[config.mk]
export PLATFORM = sky130hd
export DESIGN_NAME = bnn_inst_loader
export DESIGN_NICKNAME = d
export VERILOG_FILES = /design/src/rtl/bnn_loader_pkg.sv /design/src/rtl/bnn_loader_csum.sv /design/src/rtl/bnn_inst_loader.sv
export SDC_FILE = /design/constraint.sdc
export NUM_CORES = 1
export LEC_CHECK = 0
export CORE_MARGIN = 2
export CORE_UTILIZATION = 45
export CTS_CLUSTER_DIAMETER = 100
export DETAILED_ROUTE_END_ITERATION = 7
export PLACE_DENSITY_LB_ADDON = 0.3
export SKIP_LAST_GASP = 1
export SYNTH_ARGS = -nofsm -noshare
export SYNTH_HDL_FRONTEND = slang
export SYNTH_SLANG_ARGS = --single-unit
[constraint.sdc]
create_clock -name clk -period 3.1 [get_ports clk]
set_input_delay 0.62 -clock clk [delete_from_list [all_inputs] [get_ports clk]]
set_output_delay 0.62 -clock clk [all_outputs]
set_load 0.005 [all_outputs]
[src/rtl/bnn_loader_pkg.sv]
// Shared types and constants for the BNN instruction-SRAM loader.
// No logic; state encoding, SRAM control field positions, program size limit.
// Backpressure: n/a.
package bnn_loader_pkg;

    typedef enum logic [2:0] {
        ST_IDLE  = 3'd0,
        ST_HDR   = 3'd1,
        ST_DATA  = 3'd2,
`ifdef BNN_LOADER_CSUM_EN
        ST_CSUM  = 3'd3,
`endif
        ST_FLUSH = 3'd4,
        ST_RUN   = 3'd5,
        ST_ERR   = 3'd6
    } state_t;

    localparam int ADDR_LSB = 0;
    localparam int CEN_BIT  = 11;
    localparam int WEN_BIT  = 12;
    localparam int MAX_LEN  = 2048;

endpackage

[src/rtl/bnn_loader_csum.sv]
// Modulo-2^W running sum of loaded words with an equality compare.
// Latency: sum updates one cycle after i_add; o_match is combinational.
// Backpressure: none; the parent qualifies i_add with the handshake.
module bnn_loader_csum
    import bnn_loader_pkg::*;
#(
    parameter int W = 16
) (
    input  logic         clk,
    input  logic         rst,
    input  logic         i_clr,
    input  logic         i_add,
    input  logic [W-1:0] i_dat,
    input  logic [W-1:0] i_cmp_dat,
    output logic         o_match
);

    logic [W-1:0] r_sum;

    always_ff @(posedge clk) begin
        if (rst || i_clr) begin
            r_sum <= '0;
        end else if (i_add) begin
            r_sum <= r_sum + i_dat;
        end
    end

    assign o_match = (r_sum == i_cmp_dat);

endmodule

[src/rtl/bnn_inst_loader.sv]
// Loads a length-prefixed word stream into instruction SRAM, then releases the controller.
// Latency: write one cycle after each handshake; RUN two cycles after the final word.
// Backpressure: s_ready is a state decode; stalls on s_valid low. Checksum stage: BNN_LOADER_CSUM_EN.
module bnn_inst_loader
    import bnn_loader_pkg::*;
#(
    parameter int ADDR_W = 11,
    parameter int DATA_W = 16
) (
    input  logic              clk,
    input  logic              rst,
    input  logic              start,
    input  logic              s_valid,
    output logic              s_ready,
    input  logic [DATA_W-1:0] s_data,
    input  logic [ADDR_W+1:0] ctrl_instsram_ctrl,
    output logic [ADDR_W+1:0] instsram_ctrl,
    output logic [DATA_W-1:0] instsram_wdata,
    output logic              ctrl_rst,
    output logic              busy,
    output logic              done,
    output logic              err
);

    localparam logic [31:0] LEN_LIMIT = 32'(1) << ADDR_W;

    state_t            r_state;
    state_t            w_state_nxt;
    logic [ADDR_W-1:0] r_addr;
    logic [ADDR_W:0]   r_left;
    logic              r_wr_vld;
    logic [ADDR_W-1:0] r_wr_addr;
    logic [DATA_W-1:0] r_wr_dat;
    logic              w_hs;
    logic              w_start;
    logic              w_last;
    logic              w_len_bad;
    logic [31:0]       w_len;

    assign w_hs      = s_valid & s_ready;
    assign w_start   = start & ((r_state == ST_IDLE) || (r_state == ST_RUN) || (r_state == ST_ERR));
    assign w_len     = 32'(s_data);
    assign w_len_bad = (w_len == 32'd0) || (w_len > LEN_LIMIT);
    assign w_last    = (r_left == (ADDR_W+1)'(1));

`ifdef BNN_LOADER_CSUM_EN
    logic w_csum_ok;

    bnn_loader_csum #(
        .W (DATA_W)
    ) u_csum (
        .clk       (clk),
        .rst       (rst),
        .i_clr     (w_start),
        .i_add     (w_hs && (r_state == ST_DATA)),
        .i_dat     (s_data),
        .i_cmp_dat (s_data),
        .o_match   (w_csum_ok)
    );
`endif

    always_ff @(posedge clk) begin
        if (rst) begin
            r_state <= ST_IDLE;
        end else begin
            r_state <= w_state_nxt;
        end
    end

    always_comb begin
        w_state_nxt = r_state;
        case (r_state)
            ST_IDLE, ST_RUN, ST_ERR: begin
                if (start) w_state_nxt = ST_HDR;
            end
            ST_HDR: begin
                if (w_hs) w_state_nxt = w_len_bad ? ST_ERR : ST_DATA;
            end
            ST_DATA: begin
`ifdef BNN_LOADER_CSUM_EN
                if (w_hs && w_last) w_state_nxt = ST_CSUM;
`else
                if (w_hs && w_last) w_state_nxt = ST_FLUSH;
`endif
            end
`ifdef BNN_LOADER_CSUM_EN
            ST_CSUM: begin
                if (w_hs) w_state_nxt = w_csum_ok ? ST_FLUSH : ST_ERR;
            end
`endif
            ST_FLUSH: w_state_nxt = ST_RUN;
            default:  w_state_nxt = ST_IDLE;
        endcase
    end

    // Write pipeline: a handshake at cycle t becomes a one-cycle SRAM write at t+1.
    always_ff @(posedge clk) begin
        if (rst) begin
            r_addr    <= '0;
            r_left    <= '0;
            r_wr_vld  <= 1'b0;
            r_wr_addr <= '0;
            r_wr_dat  <= '0;
        end else begin
            r_wr_vld <= 1'b0;
            if (w_start) begin
                r_addr <= '0;
            end
            if ((r_state == ST_HDR) && w_hs) begin
                r_left <= w_len[ADDR_W:0];
            end
            if ((r_state == ST_DATA) && w_hs) begin
                r_wr_vld  <= 1'b1;
                r_wr_addr <= r_addr;
                r_wr_dat  <= s_data;
                r_addr    <= r_addr + 1'b1;
                r_left    <= r_left - 1'b1;
            end
        end
    end

    always_comb begin
        instsram_ctrl                       = '0;
        instsram_ctrl[ADDR_LSB +: ADDR_W]   = r_wr_addr;
        instsram_ctrl[CEN_BIT]              = ~r_wr_vld;
        instsram_ctrl[WEN_BIT]              = ~r_wr_vld;
        if (r_state == ST_RUN) begin
            instsram_ctrl = ctrl_instsram_ctrl;
        end
    end

`ifdef BNN_LOADER_CSUM_EN
    assign s_ready = (r_state == ST_HDR) || (r_state == ST_DATA) || (r_state == ST_CSUM);
    assign busy    = s_ready || (r_state == ST_FLUSH);
`else
    assign s_ready = (r_state == ST_HDR) || (r_state == ST_DATA);
    assign busy    = s_ready || (r_state == ST_FLUSH);
`endif

    assign instsram_wdata = r_wr_dat;
    // A restart from RUN must hold the controller in reset before the first write lands.
    assign ctrl_rst       = (r_state != ST_RUN) | start;
    assign done           = (r_state == ST_RUN);
    assign err            = (r_state == ST_ERR);

endmodule
Word-level counts from Yosys, hierarchy flattened
Index checks and enable logic that the tools add are counted. Widths: inputs -> output; s select.

Register bits: 54. Bits in latches: 0. Memory bits (writable): 0. ROM bits: 0. Input port bits: 33. Output and inout port bits: 34. Word-level logic and storage cells: 48. Memories kept: 0.

Add/sub/neg operators: 2. Multipliers: 0. Divide/modulo/power cells: 0. Magnitude comparators: 1. Equality and inequality tests: 10. Shift-type cells: 0. Muxes and demuxes: 11. Bitwise operators: 4. Reductions and logical operators: 14.

Operators with widths (count): $logic_not 32->1 (1); $mux 12 (2); $mux 11 (2); $gt 16x12->1 const B (1); $mux 13 (1); $eq 12x1->1 const B (1); $mux 3 (4); $pmux 3 s4 (1); $sub 12x1->12 const B (1); $add 11x1->11 const B (1); $eq 3x3->1 const B (3); $ne 2x2->1 const B (3); $logic_or 1x1->1 (5); $reduce_bool 2->1 (2); $eq 3x1->1 const B (1); $eq 3x2->1 const B (1); $logic_and 1x1->1 (3); $logic_not 3->1 (1); $ne 3x3->1 const B (1); $reduce_and 3->1 (1); $reduce_or 3->1 (1); $and 1x1->1 (2); $mux 1 (1); $not 1->1 (1); $or 1x1->1 (1).

Longest topological paths before layout
Gate-level depths: netlist of run 1.

Depth in word-level cells: 6. Mapped depth: 7. Gate-level depth less buffers: 6.

Worst setup path before layout of run 1
Ideal clock, no wire load.

Path type: register -> output. From: register r_state[0]. To: output port instsram_ctrl[10]. Data arrival time: 1.432 ns. Data required time: 2.480 ns. Path slack: 1.048 ns. Cell stages (with the launch flop): 7. Path buffers: 3. Path through: dfxtp_1 buf_4 nor2b_1 and2_1 buf_2 buf_2 mux2_2.

Cells in the longest elaborated chain, start to end: 2.

RTL lines: start: declaration (line bnn_inst_loader.sv:27) `state_t r_state;`; start signal: assignment (line bnn_inst_loader.sv:66) `r_state <= w_state_nxt;`; $eq 3x3->1; via done (line bnn_inst_loader.sv:21) `output logic done,`; $mux 13 (line bnn_inst_loader.sv:127) `if (r_state == ST_RUN) begin`; end: declaration (line bnn_inst_loader.sv:17) `output logic [ADDR_W+1:0] instsram_ctrl,`.

The timed path passes the listed nets, and every way through them passes these cells.

Worst setup path in the final report of run 1
From: register r_state[0]. To: output port instsram_ctrl[4].

Cells in the longest elaborated chain, start to end: 2.

RTL lines (line): $eq 3x3->1 (bnn_inst_loader.sv:127); $mux 13 (bnn_inst_loader.sv:127).

Every way passes these cells.

==> flow_metrics.py, run 1 <==
metrics = {
    "global_route": {
        "antenna_found_initial": 0,
        "grt_pass1_vias": 2653,
        "grt_pass1_wl_mm": 12.31,
        "grt_use_total": 0.2118,
        "grt_max_degree": 52,
        "gr-total-overflow": 0,
    },
    "layout": {
        "register_area_um2": 1081,
        "nFillCells": 535,
        "diodes": 0,
        "stdcell_count": 489,
        "drive_above_1_share": 0.09903,
        "fin_nets": 449,
        "syn2layout_area_growth_pct": 29.40,
        "multiInputGateArea_um2": 1582,
    },
    "timing": {
        "setup_viol": 0,
        "fin_crit_sh": 0.8419,
        "clock_skew_ns": 0.008253,
        "max_freq_ghz": 0.3832,
        "hold_viol": 0,
        "tns_ns": 0,
        "rsz0062_at_grt": "no",
        "tightest_slew_ns": 0.8214,
        "slew_violations": 0,
        "period_needed_ns": 2.610,
        "relSlewSlack": 0.4500,
    },
    "critical_path": {
        "cp.required_ns": 2.48,
        "critPathLaunchType": "flip-flop",
        "arrival_ns": 1.99,
        "cp-end-kind": "output pin",
        "critPathKind": "flip-flop to output pin",
        "cp_max_fo": 17,
    },
    "routing": {
        "drt_iter0_drc": 117,
        "viasPerCell": 5.693,
        "wl_mm": 7.175,
        "wl_per_cell_um": 14.67,
        "drc": 0,
        "antenna_left": 0,
        "vias": 2784,
        "first_pass_iters": 7,
    },
    "power_and_ir_drop": {
        "seq_power_share": 0.380,
        "total_leakage_power_nw": 1.273,
        "p_sw_mw": 0.7514,
        "power_density_nw_per_um2": 587.6,
        "report.power.total_mw": 2.143,
        "netSwitchingFraction": 0.3507,
        "clkPwrFrac": 0.219,
        "intPower_mw": 1.391,
        "peakVddDrop_uv": 427.9,
        "pwr-share-comb": 0.401,
    },
    "yosys": {
        "synthArstFlopShare": 0,
        "ys_ff_latch": 54,
        "synth_edf_count": 0,
        "synth_top_area_share": 0.3837,
        "synth.area.top_cells": "dfxtp_1 (38%), nand2_1 (9.5%), a21oi_1 (7.5%), mux2_2 (4.4%), o21ai_0 (2.8%)",
        "yosysWarnings": 0,
        "synth_ff_type": "dfxtp_1",
        "synth.net_count": 388,
        "synth_area_um2": 2818,
        "synth_cell_types": 54,
        "ys_seq_area_frac": 0.3837,
        "yosysTopAreaCell": "dfxtp_1",
        "synth.avg_cell_area_um2": 8.005,
        "netlist_instances": 352,
    },
    "cts": {
        "cts_tree": "yes",
        "post_cts_buffers": 0,
        "worstSkewPairLatency_ns": 0.31,
        "cts_resized": 0,
        "clk_path_buf_depth": 2,
        "clock-sinks": 54,
        "clk_pin_slew_worst_paths_ns": 0.10,
        "cts_buffers": 5,
        "hold_buffers": 0,
        "ctsHtreeMaxLevel": 2,
        "cts_root_buf": "clkbuf_8",
    },
    "floorplanning": {
        "row_count": 28,
        "start_util": 0.4703,
        "die_area_um2": 6911,
        "io_pins": 67,
        "die_x_um": 83.13,
        "core_area_um2": 5991,
        "die_h_um": 83.13,
    },
    "placement": {
        "dpl.hpwl_mm": 5.206,
        "port_buffers": 66,
        "place_inst": 481,
        "place_congestion": 0.8518,
    },
    "job": {
        "maxCapViolations": 0,
    },
    "worst_hold_path": {
        "min_path_type": "flip-flop to flip-flop",
    },
    "status": {
        "status": "completed",
    },
}
## cells in the mapped netlist (all sizes together), types with 5 or more instances
| master | instances |
|---|---|
| nand4 | 6 |
| nand3 | 6 |
| nor2 | 20 |
| o21ai | 16 |
| nor4 | 8 |
| a311oi | 5 |
| mux2 | 11 |
| dfxtp | 54 |
| nand2 | 71 |
| inv | 9 |
| and2 | 5 |
| nor3 | 8 |
| clkbuf | 8 |
| a21oi | 42 |
| buf | 16 |
## cells by family (layout without fill, tap and decap cells)
family	count (synthesis)	count (layout)	share of synthesized area
compound gates	93	93	0.2083
xor+xnor	7	7	0.02442
fa+ha+maj	3	3	0.01332
buf+inv	33	95	0.05506
flops	54	54	0.3837
mux	15	15	0.05817
simple gates	147	147	0.2571
## power by group through the flow
stage	Sequential, mW	Combinational [mW]	Clock [mW]
after floorplan	0.814	0.595	0
after global placement	0.828	0.834	0
after detailed placement	0.829	0.849	0
after CTS	0.814	0.855	0.478
after global routing	0.825	0.946	0.506
final	0.815	0.859	0.469
## path summary, 6_finish.rpt
check	to	cells past startpoint	slack, ns	start
worst min-delay path	r_wr_addr[3]$_SDFFE_PP0P_	2	0.46	r_wr_addr[3]$_SDFFE_PP0P_
worst min register to register	r_wr_addr[3]$_SDFFE_PP0P_	2	0.46	r_wr_addr[3]$_SDFFE_PP0P_
worst max register to register	r_addr[4]$_SDFFE_PP0P_	5	1.09	r_state[0]$_SDFFE_PP0P_
worst max-delay path	instsram_ctrl[4]	5	0.49	r_state[0]$_SDFFE_PP0P_
## state kept, by name, indices dropped and copies added, names as in the netlist
name,count
instsram_wdata,16
r_addr,11
r_left,12
r_state,3
r_wr_addr,11
r_wr_vld,1
## layout by cell type, fill, tap and decap left out, types with 9 or more instances in the layout
cell,count
clkdlybuf4s50_1,65
buf_4,12
a21oi_1,42
o21ai_0,16
mux2_2,11
nor2_1,20
dfxtp_1,54
nand2_1,71
inv_1,9
## worst max-delay path: stages, from the launching register on
cell and delay (ns):
dfxtp_1 0.35, nor2b_1 0.16, and2_1 0.14, buf_4 0.22, mux2_2 0.36, clkdlybuf4s50_1 0.44
## layout make-up
cell class	instances	share of cell area
multi-input combinational	265	0.4338
timing repair buffer	78	0.2045
sequential	54	0.2965
clock inverter	2	0.01030
tap	75	0.02574
clock buffer	6	0.01990
inverter	9	0.009266
## stage by stage
step / hold WS, ns / instance area [um^2] / utilization / setup slack, ns
floorplan: 0.4338 / 2818 / - / 1.048
global placement: 0.4427 / 3536 / 0.5902 / 0.5977
detailed placement: 0.4467 / 3536 / 0.5902 / 0.5881
CTS: 0.4600 / 3646 / 0.6086 / 0.4694
global route: 0.4827 / 3646 / 0.6086 / 0.3602
finish: 0.4574 / 3646 / 0.6086 / 0.4902
## metal layers
metal	vias to the layer above	track usage	share of wire
met4	0	0.05812	0.014
met3	12	0.04573	0.059
li1	1379	-	-
met2	99	0.3717	0.50
met1	1294	0.2615	0.42
met5	-	0	0
No activity file was read; power rests on OpenSTA's default activity.
==> run 2: changes to the inputs <==
==> constraint.sdc (replaced) <==
create_clock -name clk -period 2.45 [get_ports clk]
set_input_delay 0.49 -clock clk [delete_from_list [all_inputs] [get_ports clk]]
set_output_delay 0.49 -clock clk [all_outputs]
set_load 0.005 [all_outputs]
==> flow_metrics.py, run 2 (same netlist as run 1, synthesis figures left out) <==
metrics = {
    "critical_path": {
        "cp.required_ns": 1.96,
        "critPathLaunchType": "flip-flop",
        "crit_chain": "nor2b_4 -> and2_4 -> buf_4 -> mux2_2 -> clkdlybuf4s50_1",
        "crit_family": "buffers and inverters",
        "cpMaxStageDelayCell": "clkdlybuf4s50_1",
        "r2r_setup_slack_ns": 0.37,
        "worst-r2r-cell-count": 5,
        "arrival_ns": 1.88,
        "critPathKind": "flip-flop to output pin",
        "r2r-start": "r_state[1]$_SDFFE_PP0P_",
        "r2r-end": "r_addr[3]$_SDFFE_PP0P_",
        "path_buf_inv": 2,
        "cp_slowest_stage_delay_ns": 0.44,
        "cp-end-kind": "output pin",
        "cp_max_fo": 8,
    },
    "placement": {
        "dpl.hpwl_mm": 5.142,
        "port_buffers": 66,
        "place_congestion": 0.8223,
        "place_inst": 484,
    },
    "cts": {
        "cts_root_buf": "clkbuf_8",
        "worstSkewPairLatency_ns": 0.31,
        "cts_tree": "yes",
        "clk_pin_slew_worst_paths_ns": 0.10,
        "cts_buffers": 5,
        "ctsHtreeMaxLevel": 2,
        "clk_path_buf_depth": 2,
        "clock-sinks": 54,
    },
    "layout": {
        "multiInputGateArea_um2": 1592,
        "largest_reg_flops": 16,
        "nFillCells": 537,
        "stdcell_count": 493,
        "drive_above_1_share": 0.1172,
        "syn2layout_area_growth_pct": 31.71,
        "diodes": 0,
        "register_area_um2": 1082,
        "fin_nets": 453,
        "mostFrequentLayoutCells": "nand2_1 (71), clkdlybuf4s50_1 (64), dfxtp_1 (53), a21oi_1 (42), nor2_1 (20)",
        "final_common_cell": "nand2_1",
    },
    "worst_hold_path": {
        "min_path_type": "flip-flop to flip-flop",
        "hold_depth": 2,
        "hold_path_startpoint": "instsram_wdata[9]$_SDFFE_PP0P_",
        "min_to": "instsram_wdata[9]$_SDFFE_PP0P_",
    },
    "timing": {
        "relSlewSlack": 0.4773,
        "slew_violations": 0,
        "fin_crit_sh": 0.9680,
        "period_needed_ns": 2.372,
        "tns_ns": 0,
        "setup_viol": 0,
        "max_freq_ghz": 0.4216,
        "clock_skew_ns": 0.007776,
        "hold_viol": 0,
        "tightest_slew_ns": 0.7759,
    },
    "global_route": {
        "grt_pass1_wl_mm": 11.90,
        "antenna_found_initial": 0,
        "grt_pass1_vias": 2593,
        "grt_max_degree": 38,
        "gr-total-overflow": 0,
        "grt_use_total": 0.2056,
    },
    "routing": {
        "antenna_left": 0,
        "drt_iter0_drc": 123,
        "wl_mm": 7.063,
        "wl_per_cell_um": 14.33,
        "vias": 2785,
        "viasPerCell": 5.649,
        "drc": 0,
        "first_pass_iters": 4,
    },
    "power_and_ir_drop": {
        "report.power.total_mw": 2.703,
        "peakVddDrop_uv": 435.0,
        "power_density_nw_per_um2": 728.3,
        "total_leakage_power_nw": 1.323,
    },
    "floorplanning": {
        "die_x_um": 83.13,
        "core_area_um2": 5991,
        "start_util": 0.4703,
        "io_pins": 67,
        "die_h_um": 83.13,
        "row_count": 28,
        "die_area_um2": 6911,
    },
    "job": {
        "maxCapViolations": 0,
    },
    "status": {
        "status": "completed",
    },
}
run 2: cell types whose count changed in the layout (fill, tap and decap cells not counted), sizes merged:
cell,delta
bufinv,-1
inv,+1
dlymetal6s2s,+1
clkdlybuf4s50,-1
buf,+4
run 2: metrics by stage:
stage	hold WS [ns]	util	setup WS (ns)	instance area, um^2
finish	0.4579	0.6195	0.07831	3711
floorplan	0.4338	-	0.5280	2818
CTS	0.4614	0.6170	0.003837	3696
global placement	0.4436	0.5982	0.1900	3583
global route	0.4844	0.6195	-0.01290	3711
detailed placement	0.4472	0.5982	0.1045	3583
run 2: worst max path at each step:
stage	startpoint	to	slack (ns)	cells after the start
floorplan	r_state[0]$_SDFFE_PP0P_	instsram_ctrl[10]	0.53	6
global placement	s_valid	r_addr[8]$_SDFFE_PP0P_	0.19	5
detailed placement	s_valid	r_addr[3]$_SDFFE_PP0P_	0.10	5
CTS	r_state[0]$_SDFFE_PP0P_	instsram_ctrl[5]	0.004	5
global route	r_state[0]$_SDFFE_PP0P_	instsram_ctrl[0]	-0.01	5
finish	r_state[0]$_SDFFE_PP0P_	instsram_ctrl[6]	0.08	5
run 2: layout make-up:
| cell class | count | area share |
|---|---|---|
| multi-input cells | 265 | 0.4289 |
| flip-flops and latches | 54 | 0.2916 |
| repair buffers | 82 | 0.2185 |
| well taps | 75 | 0.02529 |
| clock buffers | 6 | 0.02225 |
| inverters | 9 | 0.009103 |
| clock inverters | 2 | 0.004383 |
run 2: metal layers:
layer	track usage	part of all wire
met1	0.2579	0.44
met2	0.3541	0.49
met3	0.04274	0.061
met4	0.06259	0.013
met5	0	0
run 2: power by group:
part / internal [mW] / switching [mW]
logic: 0.537 / 0.591
registers: 0.959 / 0.0767
clock network: 0.233 / 0.306
run 2: worst reg2reg max path, delay by kind of cell (launching register included):
family,cells,cell delay [ns]
AO/OA/AOI/OAI,3,1.00
XOR/XNOR,1,0.29
flip-flops,1,0.38
buffers and inverters,1,0.24
run 2: what timing repair did:
item                       in CTS  in global routing
hold buffers                    0                  0
gates resized for setup         3                  5
buffers inserted                0                  0
hold endpoints to repair        0                  0
gates cloned                    1                  0
setup endpoints to repair      11                 11
==> run 3: changes to the inputs <==
==> constraint.sdc (replaced) <==
create_clock -name clk -period 2.45 [get_ports clk]
set_input_delay 0.735 -clock clk [delete_from_list [all_inputs] [get_ports clk]]
set_output_delay 0.735 -clock clk [all_outputs]
set_load 0.005 [all_outputs]
==> flow_metrics.py, run 3 (same netlist as run 1, synthesis figures left out) <==
metrics = {
    "layout": {
        "syn2layout_area_growth_pct": 33.70,
        "mostFrequentLayoutCells": "nand2_1 (71), dfxtp_1 (52), clkdlybuf4s50_1 (47), a21oi_1 (42), nor2_1 (19)",
        "largest_reg_flops": 16,
        "post-route-util": 0.6289,
        "nFillCells": 518,
        "fin_area_um2": 3767,
        "diodes": 0,
        "drive_above_1_share": 0.1415,
        "final_common_cell": "nand2_1",
        "fin_nets": 460,
        "stdcell_count": 499,
    },
    "routing": {
        "first_pass_iters": 4,
        "wl_mm": 7.441,
        "drc": 0,
        "antenna_left": 0,
        "drt_iter0_drc": 159,
        "viasPerCell": 5.681,
        "wl_per_cell_um": 14.91,
        "vias": 2835,
    },
    "placement": {
        "place_inst": 491,
        "dpl.hpwl_mm": 5.556,
        "place_congestion": 0.8584,
        "placed_area_um2": 3636,
        "port_buffers": 66,
    },
    "worst_hold_path": {
        "min_path_type": "flip-flop to flip-flop",
    },
    "cts": {
        "clk_path_buf_depth": 2,
        "worstSkewPairLatency_ns": 0.31,
        "cts_root_buf": "clkbuf_8",
        "clock-sinks": 54,
        "hold_buffers": 0,
        "cts_buffers": 5,
        "cts_tree": "yes",
        "ctsHtreeMaxLevel": 2,
        "clk_pin_slew_worst_paths_ns": 0.10,
    },
    "status": {
        "status": "completed",
    },
    "critical_path": {
        "r2r_setup_slack_ns": 0.39,
        "path_buf_inv": 2,
        "arrival_ns": 1.69,
        "crit_family": "buffers and inverters",
        "crit_end": "instsram_ctrl[1]",
        "critPathKind": "flip-flop to output pin",
        "cpMaxStageDelayCell": "dfxtp_2",
        "cp_max_fo": 9,
        "r2r-end": "r_addr[8]$_SDFFE_PP0P_",
        "cp-end-kind": "output pin",
        "cp.required_ns": 1.71,
        "cp_slowest_stage_delay_ns": 0.35,
        "crit_chain": "nor2b_4 -> and2_4 -> buf_8 -> mux2_2 -> dlygate4sd2_1",
        "critPathLaunchType": "flip-flop",
        "worst-r2r-cell-count": 5,
        "crit_path_start": "r_state[0]$_SDFFE_PP0P_",
        "cp_num_cells": 5,
        "r2r-start": "r_state[1]$_SDFFE_PP0P_",
    },
    "timing": {
        "tightest_slew_ns": 0.8857,
        "period_needed_ns": 2.423,
        "fin_crit_sh": 0.9889,
        "max_freq_ghz": 0.4128,
        "slew_violations": 0,
        "tns_ns": 0,
        "clock_skew_ns": 0.004964,
        "rsz0062_at_grt": "yes",
        "relSlewSlack": 0.4033,
        "hold_viol": 0,
        "timing.hold.ws_ns": 0.4581,
        "setup_viol": 0,
    },
    "global_route": {
        "grt_pass1_vias": 2640,
        "gr-total-overflow": 0,
        "antenna_found_initial": 0,
        "grt_pass1_wl_mm": 12.48,
        "grt_use_total": 0.2165,
        "grt_max_degree": 25,
    },
    "floorplanning": {
        "core_area_um2": 5991,
        "row_count": 28,
        "start_util": 0.4703,
        "die_x_um": 83.13,
        "die_area_um2": 6911,
        "die_h_um": 83.13,
        "io_pins": 67,
    },
    "job": {
        "maxCapViolations": 0,
    },
    "power_and_ir_drop": {
        "total_leakage_power_nw": 1.417,
        "power_density_nw_per_um2": 717.3,
        "peakVddDrop_uv": 465.4,
    },
}
run 3: cell types whose count changed in the layout (fill, tap and decap cells not counted), sizes merged:
cell / change
buf: +6
bufbuf: +1
clkbuf: +1
clkdlybuf4s15: +4
clkdlybuf4s50: -17
clkinv: +1
clkinvlp: -1
dlygate4sd2: +8
dlymetal6s2s: +3
run 3: how the worst min path moves through the flow:
stage                                                  to  slack, ns                            start  cells after the start
after floorplan                 r_wr_addr[0]$_SDFFE_PP0P_       0.43        r_wr_addr[0]$_SDFFE_PP0P_                      2
after global placement    instsram_wdata[12]$_SDFFE_PP0P_       0.44  instsram_wdata[12]$_SDFFE_PP0P_                      2
after detailed placement        r_wr_addr[7]$_SDFFE_PP0P_       0.45        r_wr_addr[7]$_SDFFE_PP0P_                      2
after CTS                       r_wr_addr[7]$_SDFFE_PP0P_       0.46        r_wr_addr[7]$_SDFFE_PP0P_                      2
after global routing       instsram_wdata[0]$_SDFFE_PP0P_       0.49   instsram_wdata[0]$_SDFFE_PP0P_                      2
final                      instsram_wdata[1]$_SDFFE_PP0P_       0.46   instsram_wdata[1]$_SDFFE_PP0P_                      2
run 3: metal layers:
| metal | wire length, um | vias up | GRT usage | part of all wire |
|---|---|---|---|---|
| li1 | - | 1393 | - | - |
| met1 | 3146 | 1333 | 0.2660 | 0.42 |
| met2 | 3658 | 97 | 0.3717 | 0.49 |
| met3 | 489 | 12 | 0.04871 | 0.066 |
| met4 | 146 | 0 | 0.07601 | 0.020 |
| met5 | 0 | - | 0 | 0 |
run 3: where the power goes:
part           total [mW]  internal [mW]  switching (mW)
clock               0.489          0.198           0.291
sequential           1.04          0.961          0.0793
combinational        1.17          0.563           0.610
total                2.70           1.72           0.980
run 3: final cells by class:
class,count,area (um^2),area share
clock buffers,5,68.82,0.01827
clock inverters,2,13.76,0.003653
inverters,9,33.78,0.008967
multi-input cells,265,1597,0.4238
flip-flops and latches,54,1086,0.2883
well taps,75,93.84,0.02491
repair buffers,89,874.6,0.2321
run 3: worst register-to-register path: cells and delay by family (launching register included):
| family | cells | cell delay, ns |
|---|---|---|
| xor gates and xnor gates | 1 | 0.29 |
| DFF | 1 | 0.38 |
| buffers and inverters | 1 | 0.16 |
| AOI/OAI and AO/OA | 3 | 1.08 |
run 3: what timing repair did:
item	in CTS	in global routing
cloned	1	0
setup endpoints to repair	16	16
buffers inserted	1	0
pin swaps	1	1
resized for setup	23	16
run 3: through the flow:
stage | total power, mW | setup WS, ns
final | 2.702 | 0.02726
after global routing | 2.866 | -0.04749
after CTS | 2.710 | -0.04968
after detailed placement | 2.196 | -0.2859
after global placement | 2.165 | -0.2787
after floorplan | 1.783 | 0.2830
